## src/rtl/mem_port_arbiter_pkg.sv

```systemverilog
// -----------------------------------------------------------------------------
// mem_arb_pkg
// Shared types and constants for the mem_port_arbiter slice: the arbiter state
// encoding, the requester port ids, the rw encoding and the data word returned
// to a requester when the optional memory watchdog fires
// (MEM_ARB_TIMEOUT_EN).
// Ports: none (package).
// -----------------------------------------------------------------------------
package mem_arb_pkg;

  typedef enum logic [1:0] {
    IDLE  = 2'd0,
    ISSUE = 2'd1,
    WAIT  = 2'd2,
    RESP  = 2'd3
  } arb_state_t;

  localparam logic PORT_CPU = 1'b0;
  localparam logic PORT_LDR = 1'b1;

  localparam logic RW_READ  = 1'b1;
  localparam logic RW_WRITE = 1'b0;

  localparam logic [31:0] TIMEOUT_DATA = 32'hDEAD_BEEF;

  // Round-robin pick. With both ports requesting, the port that did not win
  // last time gets the grant, so neither can be starved.
  function automatic logic pickGrant(input logic i_cpuReq,
                                     input logic i_ldrReq,
                                     input logic i_lastGrant);
    logic w_port;
    if (i_cpuReq && i_ldrReq) begin
      w_port = ~i_lastGrant;
    end else if (i_cpuReq) begin
      w_port = PORT_CPU;
    end else begin
      w_port = PORT_LDR;
    end
    return w_port;
  endfunction

endpackage

```

## src/rtl/mem_port_arbiter_if.sv

```systemverilog
// -----------------------------------------------------------------------------
// mem_port_arbiter_if
// Bundles the CPU request port, the loader/debug request port and the memory
// side of the arbiter.
//   cpu_*  : CPU control path (req/rw/addr/wdata in, rdata/moc out)
//   ldr_*  : program loader / debug port (same shape as cpu_*)
//   mem_*  : unified memory (enable/rw/addr/wdata out, rdata/moc in)
// Modports:
//   slave  : the arbiter's view
//   master : the environment's view (requesters plus memory)
// rw encoding: 1 = read, 0 = write.
// -----------------------------------------------------------------------------
interface mem_port_arbiter_if #(
  parameter int ADDR_W = 32,
  parameter int DATA_W = 32
);

  logic              cpu_req;
  logic              cpu_rw;
  logic [ADDR_W-1:0] cpu_addr;
  logic [DATA_W-1:0] cpu_wdata;
  logic [DATA_W-1:0] cpu_rdata;
  logic              cpu_moc;

  logic              ldr_req;
  logic              ldr_rw;
  logic [ADDR_W-1:0] ldr_addr;
  logic [DATA_W-1:0] ldr_wdata;
  logic [DATA_W-1:0] ldr_rdata;
  logic              ldr_moc;

  logic              mem_enable;
  logic              mem_rw;
  logic [ADDR_W-1:0] mem_addr;
  logic [DATA_W-1:0] mem_wdata;
  logic [DATA_W-1:0] mem_rdata;
  logic              mem_moc;

  modport slave (
    input  cpu_req, cpu_rw, cpu_addr, cpu_wdata,
    output cpu_rdata, cpu_moc,
    input  ldr_req, ldr_rw, ldr_addr, ldr_wdata,
    output ldr_rdata, ldr_moc,
    output mem_enable, mem_rw, mem_addr, mem_wdata,
    input  mem_rdata, mem_moc
  );

  modport master (
    output cpu_req, cpu_rw, cpu_addr, cpu_wdata,
    input  cpu_rdata, cpu_moc,
    output ldr_req, ldr_rw, ldr_addr, ldr_wdata,
    input  ldr_rdata, ldr_moc,
    input  mem_enable, mem_rw, mem_addr, mem_wdata,
    output mem_rdata, mem_moc
  );

endinterface

```

## src/rtl/mem_port_arbiter_watchdog.sv

```systemverilog
// -----------------------------------------------------------------------------
// mem_arb_watchdog
// WAIT-state cycle counter for the arbiter. Only built when
// MEM_ARB_TIMEOUT_EN is defined.
// Ports:
//   clk       in  system clock
//   reset     in  synchronous active-high reset
//   i_clear   in  restart the count (arbiter is about to enter WAIT)
//   i_enable  in  arbiter is in WAIT this cycle
//   o_expired out this is the TIMEOUT-th WAIT cycle
// Parameter TIMEOUT (>= 1): number of WAIT cycles allowed.
// -----------------------------------------------------------------------------
`ifdef MEM_ARB_TIMEOUT_EN
module mem_arb_watchdog #(
  parameter int TIMEOUT = 255
) (
  input  logic clk,
  input  logic reset,
  input  logic i_clear,
  input  logic i_enable,
  output logic o_expired
);

  // Counter is never narrower than 8 bits but grows for large TIMEOUT values.
  localparam int CNT_W = ($clog2(TIMEOUT + 1) > 8) ? $clog2(TIMEOUT + 1) : 8;

  logic [CNT_W-1:0] r_count;

  // The first WAIT cycle sees a count of 0, so the TIMEOUT-th sees TIMEOUT-1.
  assign o_expired = i_enable && (r_count == CNT_W'(TIMEOUT - 1));

  // Count WAIT cycles; the count restarts from zero every time WAIT is entered.
  always_ff @(posedge clk) begin
    if (reset || i_clear) begin
      r_count <= '0;
    end else if (i_enable && !o_expired) begin
      r_count <= r_count + CNT_W'(1);
    end
  end

endmodule
`endif

```

## src/rtl/mem_port_arbiter.sv

```systemverilog
// -----------------------------------------------------------------------------
// mem_port_arbiter
// Two-requester arbiter and handshake sequencer in front of the unified memory
// of the multicycle MIPS core. Port 0 is the CPU control path, port 1 the
// program loader / debug port. Accesses are serialised: grant, drive the
// memory enable/rw/address/data lines, wait for MOC, return the read data and
// a one-cycle MOC pulse to the granted port. All outputs are registered.
// Ports:
//   clk          in  system clock, rising edge
//   reset        in  synchronous active-high reset
//   bus          slave modport of mem_port_arbiter_if (cpu_*, ldr_*, mem_*)
//   timeout_err  out sticky watchdog error (only with MEM_ARB_TIMEOUT_EN)
// Optional feature macro: MEM_ARB_TIMEOUT_EN. When defined, WAIT is abandoned
// after TIMEOUT cycles without MOC and the granted port receives 32'hDEADBEEF.
// -----------------------------------------------------------------------------
module mem_port_arbiter
  import mem_arb_pkg::*;
#(
  parameter int ADDR_W = 32,
  parameter int DATA_W = 32
`ifdef MEM_ARB_TIMEOUT_EN
  ,
  parameter int TIMEOUT = 255
`endif
) (
  input logic              clk,
  input logic              reset,
  mem_port_arbiter_if.slave bus
`ifdef MEM_ARB_TIMEOUT_EN
  ,
  output logic             timeout_err
`endif
);

  arb_state_t        r_state;
  arb_state_t        w_nextState;

  logic              r_memEnable;
  logic              r_memRw;
  logic [ADDR_W-1:0] r_memAddr;
  logic [DATA_W-1:0] r_memWdata;
  logic [DATA_W-1:0] r_cpuRdata;
  logic [DATA_W-1:0] r_ldrRdata;
  logic              r_cpuMoc;
  logic              r_ldrMoc;
  logic              r_grant;
  logic              r_lastGrant;

  logic              w_grantNow;
  logic              w_grantPort;
  logic              w_captureNow;
  logic [DATA_W-1:0] w_captureData;

`ifdef MEM_ARB_TIMEOUT_EN
  logic              w_wdClear;
  logic              w_wdEnable;
  logic              w_wdExpired;
  logic              w_timeoutHit;
  logic              r_timeoutErr;

  assign w_wdClear  = (r_state == ISSUE);
  assign w_wdEnable = (r_state == WAIT);

  mem_arb_watchdog #(
    .TIMEOUT(TIMEOUT)
  ) u_watchdog (
    .clk      (clk),
    .reset    (reset),
    .i_clear  (w_wdClear),
    .i_enable (w_wdEnable),
    .o_expired(w_wdExpired)
  );

  assign timeout_err = r_timeoutErr;
`endif

  assign bus.mem_enable = r_memEnable;
  assign bus.mem_rw     = r_memRw;
  assign bus.mem_addr   = r_memAddr;
  assign bus.mem_wdata  = r_memWdata;
  assign bus.cpu_rdata  = r_cpuRdata;
  assign bus.ldr_rdata  = r_ldrRdata;
  assign bus.cpu_moc    = r_cpuMoc;
  assign bus.ldr_moc    = r_ldrMoc;

  // Next-state logic plus the grant and capture strobes for the datapath.
  // Requests are only looked at in IDLE and MOC only in WAIT; everything the
  // memory sees afterwards comes from the latched registers.
  always_comb begin
    w_nextState   = r_state;
    w_grantNow    = 1'b0;
    w_grantPort   = pickGrant(bus.cpu_req, bus.ldr_req, r_lastGrant);
    w_captureNow  = 1'b0;
    w_captureData = bus.mem_rdata;
`ifdef MEM_ARB_TIMEOUT_EN
    w_timeoutHit  = 1'b0;
`endif

    case (r_state)
      IDLE: begin
        if (bus.cpu_req || bus.ldr_req) begin
          w_grantNow  = 1'b1;
          w_nextState = ISSUE;
        end
      end
      ISSUE: begin
        w_nextState = WAIT;
      end
      WAIT: begin
        if (bus.mem_moc) begin
          w_captureNow = 1'b1;
          w_nextState  = RESP;
`ifdef MEM_ARB_TIMEOUT_EN
        end else if (w_wdExpired) begin
          w_captureNow  = 1'b1;
          w_captureData = DATA_W'(TIMEOUT_DATA);
          w_timeoutHit  = 1'b1;
          w_nextState   = RESP;
`endif
        end
      end
      RESP: begin
        w_nextState = IDLE;
      end
      default: begin
        w_nextState = IDLE;
      end
    endcase
  end

  // State register and the Moore-style control outputs. The outputs are
  // registered from the next state so they line up with the state they
  // belong to: enable through ISSUE and WAIT, moc only in RESP.
  always_ff @(posedge clk) begin
    if (reset) begin
      r_state     <= IDLE;
      r_memEnable <= 1'b0;
      r_cpuMoc    <= 1'b0;
      r_ldrMoc    <= 1'b0;
    end else begin
      r_state     <= w_nextState;
      r_memEnable <= (w_nextState == ISSUE) || (w_nextState == WAIT);
      r_cpuMoc    <= (w_nextState == RESP) && (r_grant == PORT_CPU);
      r_ldrMoc    <= (w_nextState == RESP) && (r_grant == PORT_LDR);
    end
  end

  // Datapath: latch the winning request on grant and steer returned data to
  // the granted port's rdata register, which holds until that port's next
  // access. last_grant starts at LDR so the CPU wins the first tie.
  always_ff @(posedge clk) begin
    if (reset) begin
      r_memRw     <= RW_WRITE;
      r_memAddr   <= '0;
      r_memWdata  <= '0;
      r_cpuRdata  <= '0;
      r_ldrRdata  <= '0;
      r_grant     <= PORT_CPU;
      r_lastGrant <= PORT_LDR;
    end else begin
      if (w_grantNow) begin
        r_grant     <= w_grantPort;
        r_lastGrant <= w_grantPort;
        if (w_grantPort == PORT_CPU) begin
          r_memRw    <= bus.cpu_rw;
          r_memAddr  <= bus.cpu_addr;
          r_memWdata <= bus.cpu_wdata;
        end else begin
          r_memRw    <= bus.ldr_rw;
          r_memAddr  <= bus.ldr_addr;
          r_memWdata <= bus.ldr_wdata;
        end
      end
      if (w_captureNow) begin
        if (r_grant == PORT_CPU) begin
          r_cpuRdata <= w_captureData;
        end else begin
          r_ldrRdata <= w_captureData;
        end
      end
    end
  end

`ifdef MEM_ARB_TIMEOUT_EN
  // Sticky error flag: once the watchdog has fired it stays set until reset.
  always_ff @(posedge clk) begin
    if (reset) begin
      r_timeoutErr <= 1'b0;
    end else if (w_timeoutHit) begin
      r_timeoutErr <= 1'b1;
    end
  end
`endif

endmodule

```

## src/flat_wrapper.sv

```systemverilog
// flat-port wrapper written by rule: the top's interface ports become plain ports
module mem_port_arbiter_flat import mem_arb_pkg::*;
#(
  parameter int ADDR_W = 32,
  parameter int DATA_W = 32

)
  (clk, reset, bus_cpu_req, bus_cpu_rw, bus_cpu_addr, bus_cpu_wdata, bus_cpu_rdata, bus_cpu_moc, bus_ldr_req, bus_ldr_rw, bus_ldr_addr, bus_ldr_wdata, bus_ldr_rdata, bus_ldr_moc, bus_mem_enable, bus_mem_rw, bus_mem_addr, bus_mem_wdata, bus_mem_rdata, bus_mem_moc);
  mem_port_arbiter_if #(.ADDR_W(ADDR_W), .DATA_W(DATA_W)) bus_i ();
  input logic clk;
  input logic reset;
  input wire logic [$bits(bus_i.cpu_req)-1:0] bus_cpu_req;
  input wire logic [$bits(bus_i.cpu_rw)-1:0] bus_cpu_rw;
  input wire logic [$bits(bus_i.cpu_addr)-1:0] bus_cpu_addr;
  input wire logic [$bits(bus_i.cpu_wdata)-1:0] bus_cpu_wdata;
  output wire logic [$bits(bus_i.cpu_rdata)-1:0] bus_cpu_rdata;
  output wire logic [$bits(bus_i.cpu_moc)-1:0] bus_cpu_moc;
  input wire logic [$bits(bus_i.ldr_req)-1:0] bus_ldr_req;
  input wire logic [$bits(bus_i.ldr_rw)-1:0] bus_ldr_rw;
  input wire logic [$bits(bus_i.ldr_addr)-1:0] bus_ldr_addr;
  input wire logic [$bits(bus_i.ldr_wdata)-1:0] bus_ldr_wdata;
  output wire logic [$bits(bus_i.ldr_rdata)-1:0] bus_ldr_rdata;
  output wire logic [$bits(bus_i.ldr_moc)-1:0] bus_ldr_moc;
  output wire logic [$bits(bus_i.mem_enable)-1:0] bus_mem_enable;
  output wire logic [$bits(bus_i.mem_rw)-1:0] bus_mem_rw;
  output wire logic [$bits(bus_i.mem_addr)-1:0] bus_mem_addr;
  output wire logic [$bits(bus_i.mem_wdata)-1:0] bus_mem_wdata;
  input wire logic [$bits(bus_i.mem_rdata)-1:0] bus_mem_rdata;
  input wire logic [$bits(bus_i.mem_moc)-1:0] bus_mem_moc;
  assign bus_i.cpu_req = bus_cpu_req;
  assign bus_i.cpu_rw = bus_cpu_rw;
  assign bus_i.cpu_addr = bus_cpu_addr;
  assign bus_i.cpu_wdata = bus_cpu_wdata;
  assign bus_cpu_rdata = bus_i.cpu_rdata;
  assign bus_cpu_moc = bus_i.cpu_moc;
  assign bus_i.ldr_req = bus_ldr_req;
  assign bus_i.ldr_rw = bus_ldr_rw;
  assign bus_i.ldr_addr = bus_ldr_addr;
  assign bus_i.ldr_wdata = bus_ldr_wdata;
  assign bus_ldr_rdata = bus_i.ldr_rdata;
  assign bus_ldr_moc = bus_i.ldr_moc;
  assign bus_mem_enable = bus_i.mem_enable;
  assign bus_mem_rw = bus_i.mem_rw;
  assign bus_mem_addr = bus_i.mem_addr;
  assign bus_mem_wdata = bus_i.mem_wdata;
  assign bus_i.mem_rdata = bus_mem_rdata;
  assign bus_i.mem_moc = bus_mem_moc;
  mem_port_arbiter #(.ADDR_W(ADDR_W), .DATA_W(DATA_W)) u_core (.clk(clk), .reset(reset), .bus(bus_i));
endmodule
```

## config.mk

```make
export PLATFORM = sky130hd
export DESIGN_NAME = mem_port_arbiter_flat
export DESIGN_NICKNAME = d
export VERILOG_FILES = /design/src/rtl/mem_port_arbiter_pkg.sv /design/src/rtl/mem_port_arbiter_if.sv /design/src/rtl/mem_port_arbiter_watchdog.sv /design/src/rtl/mem_port_arbiter.sv /design/src/flat_wrapper.sv
export SDC_FILE = /design/constraint.sdc
export NUM_CORES = 1
export LEC_CHECK = 0
export ABC_AREA = 0
export CORE_MARGIN = 5
export CORE_UTILIZATION = 40
export DETAILED_ROUTE_END_ITERATION = 6
export GPL_TIMING_DRIVEN = 0
export PLACE_DENSITY = 0.81
export SYNTH_ARGS = -nofsm -noshare
export SYNTH_HDL_FRONTEND = slang
export SYNTH_SLANG_ARGS = --single-unit
```

## constraint.sdc

```tcl
create_clock -name clk -period 1.8 [get_ports clk]
set_clock_uncertainty 0.2 [all_clocks]
set_input_delay 0.36 -clock clk [delete_from_list [all_inputs] [get_ports clk]]
set_output_delay 0.36 -clock clk [all_outputs]
set_load 0.02 [all_outputs]
```

==> flow_metrics.tcl <==
set metrics [dict create \
    yosys.area.top_type "dfxtp_1" \
    p_sw_share_pct 35.95 \
    finalHoldViolations 0 \
    synth_top_area_share_pct 47.85 \
    ys_types 29 \
    p_seq_share_pct 32.2 \
    route.detailed.drc 0 \
    grt-ovfl-total 0 \
    track_usage_pct 24.28 \
    drive_gt1_share_pct 10.56 \
    numCtsBuffers 17 \
    drt-wirelength-per-cell_um 17.65 \
    cap_violations 0 \
    fin_cells 1193 \
    insertion_delay_ps 410 \
    ir_drop_mv 0.7170 \
    dpl.hpwl_um 16150 \
    synth-seq-cells 136 \
    status "finished, final reports clean" \
    fmax_mhz 576.0 \
    rsz0062_at_grt "yes" \
    slew_headroom_pct 52.58 \
    yosysMostFrequentCell "dfxtp_1" \
    final_core_util_pct 67.43 \
    comb_power_share_pct 40.0 \
    final_nets 1174 \
    netlist_top_cells_area "dfxtp_1, nand2_1, a311oi_1" \
    port_buffers 296 \
    ant_nets 0 \
    pwr-share-clk_pct 27.8 \
    intPower_mw 8.075 \
    synthCells 690 \
    place_congestion 0.9369 \
    grt_pass1_vias 6210 \
    crit_type "reg2reg" \
    drv_slew 0 \
    num_io_pins 299 \
    avgSynthCellArea_um2 8.247 \
    p_sw_mw 4.531 \
    worstPathArrival_ps 1860 \
    via_per_inst 5.297 \
    die_height_um 129.3 \
    synthToLayoutAreaGrowth_pct 65.13 \
    syn-num-nets 861 \
    ys_warn_count 0 \
    diodes 0 \
    clock-sinks 136 \
    wl_um 21050 \
    tns_ps 0 \
    clock_path_buffers 2 \
    timing.final.crit_share_pct 96.46 \
    start_util_pct 40.84 \
    p_leak_nw 3.952 \
    period_needed_ps 1736 \
    htree_levels 4 \
    vias 6319 \
    worstMarginPinSlew_ps 711.4 \
    antenna_found_initial 0 \
    drt_iter0_drc 317 \
    start_kind "register" \
    p_per_area_mw_per_mm2 1342 \
    hold_slack_ps 249.4 \
    netlist_area_mm2 0.005690 \
    synth_enable_flop_cells 0 \
    synth-seq-area-share_pct 47.85 \
    die_area_mm2 0.01671 \
    cp-end-kind "register" \
    grt_max_degree 17 \
    num_rows 43 \
    async_flop_share_pct 0 \
    ys_top_cells_by_count "dfxtp_1, nand2_1, nor2_1, nand3_1, a21oi_1" \
    cp_max_fo 10 \
    worstPathRequired_ps 1930 \
    die_x_um 129.3 \
    grt_pass1_wl_um 31650 \
    first_pass_iters 5 \
    cts_tree "done" \
    post_cts_buffers 0 \
    cts.clk_slew.worst_paths_ps 60 \
    synth_ff_type "dfxtp_1" \
    coreArea_mm2 0.01393 \
    min_path_type "reg2reg" \
    finalSetupViolCount 0 \
    dp_cells 1166 \
    cts_root_buffer "clkbuf_16" \
]
## flip-flops by register name, indices dropped and copies added, names as in the netlist
signal and flops:
u_core.bus.cpu_rdata 32, u_core.bus.ldr_rdata 32, u_core.bus.mem_addr 32, u_core.bus.mem_wdata 32, u_core.r_state 2, u_core.bus.cpu_moc 1
u_core.bus.ldr_moc 1, u_core.bus.mem_enable 1, u_core.bus.mem_rw 1, u_core.r_grant 1, u_core.r_lastGrant 1
## power by group through the flow
stage               sequential (mW)  clock, mW  combinational (mW)
floorplan                      4.87          0                2.24
global placement               4.11          0                5.30
detailed placement             4.14          0                5.34
CTS                            4.05       3.54                4.99
global route                   4.14       3.69                5.44
finish                         4.06       3.50                5.04
## placed cells by master (no fill, tap or decap), drive strengths merged
master,n
and2b,1
buf,36
clkinv,4
nand2b,1
nand3b,1
nor3,3
and3,2
nor2,70
nand3,66
and3b,2
clkinvlp,2
o21bai,1
o21ai,65
nor2b,2
dlygate4sd2,132
nor3b,1
a311oi,65
clkbuf,55
o21a,1
bufinv,3
inv,3
nand2,128
a21oi,64
clkdlybuf4s50,164
ha,4
dfxtp,136
a31o,1
## area by class of cell
class | instances | area [µm²]
plain buffers | 71 | 451.7
clock buffers | 20 | 466.7
clock inverters | 9 | 125.1
fillers | 1211 | 4538
inverters | 3 | 11.26
multi-input cells | 478 | 2596
flip-flops and latches | 136 | 2723
well taps | 180 | 225.2
repair buffers | 296 | 2798
## metrics by stage
stage                     setup slack [ps]  instance area, µm²  power [mW]
after detailed placement            -409.9                8879       9.479
after global routing                -17.73                9397       13.27
after global placement              -355.4                8879       9.410
after CTS                           0.4983                9338       12.58
after floorplan                      159.2                5690       7.112
final                                63.76                9397       12.61
## cells by family (layout without fill, tap and decap cells)
family	after synthesis	in the layout	synth area share, %
fa+ha+maj	4	4	0.8795
buf+inv	76	399	7.036
simple gates	277	277	20.38
flops	136	136	47.85
compound gates	197	197	23.86
## final timing paths
path                           start                        to  slack (ps)  depth (start not counted)
max                u_core.r_state[0]  u_core.bus.mem_wdata[16]          60                          8
min          u_core.bus.cpu_rdata[6]   u_core.bus.cpu_rdata[6]         250                          2
max reg2reg        u_core.r_state[0]  u_core.bus.mem_wdata[16]          60                          8
min reg2reg  u_core.bus.cpu_rdata[6]   u_core.bus.cpu_rdata[6]         250                          2
## timing repair
item	in CTS	in global routing
resized for setup	146	30
pin swaps	0	3
endpoints found under the setup margin	179	113
hold buffers	0	0
## worst max-delay path, cell delays in order (launching register included)
cell and delay [ps]:
dfxtp_1 320, inv_2 80, ha_2 190, o21a_1 130, buf_6 120, buf_12 140, buf_8 130, nor2_1 60
a311oi_2 260
## per-layer routing
layer  up-vias  routed length (µm)  GRT usage (%)
li1       3052                   -              -
met1      2919                7541          25.66
met2       300               10490          43.41
met3        48                2319          8.986
met4         0                 706          10.19
met5         -                   0              0
Power figures use the tool's default switching activity.
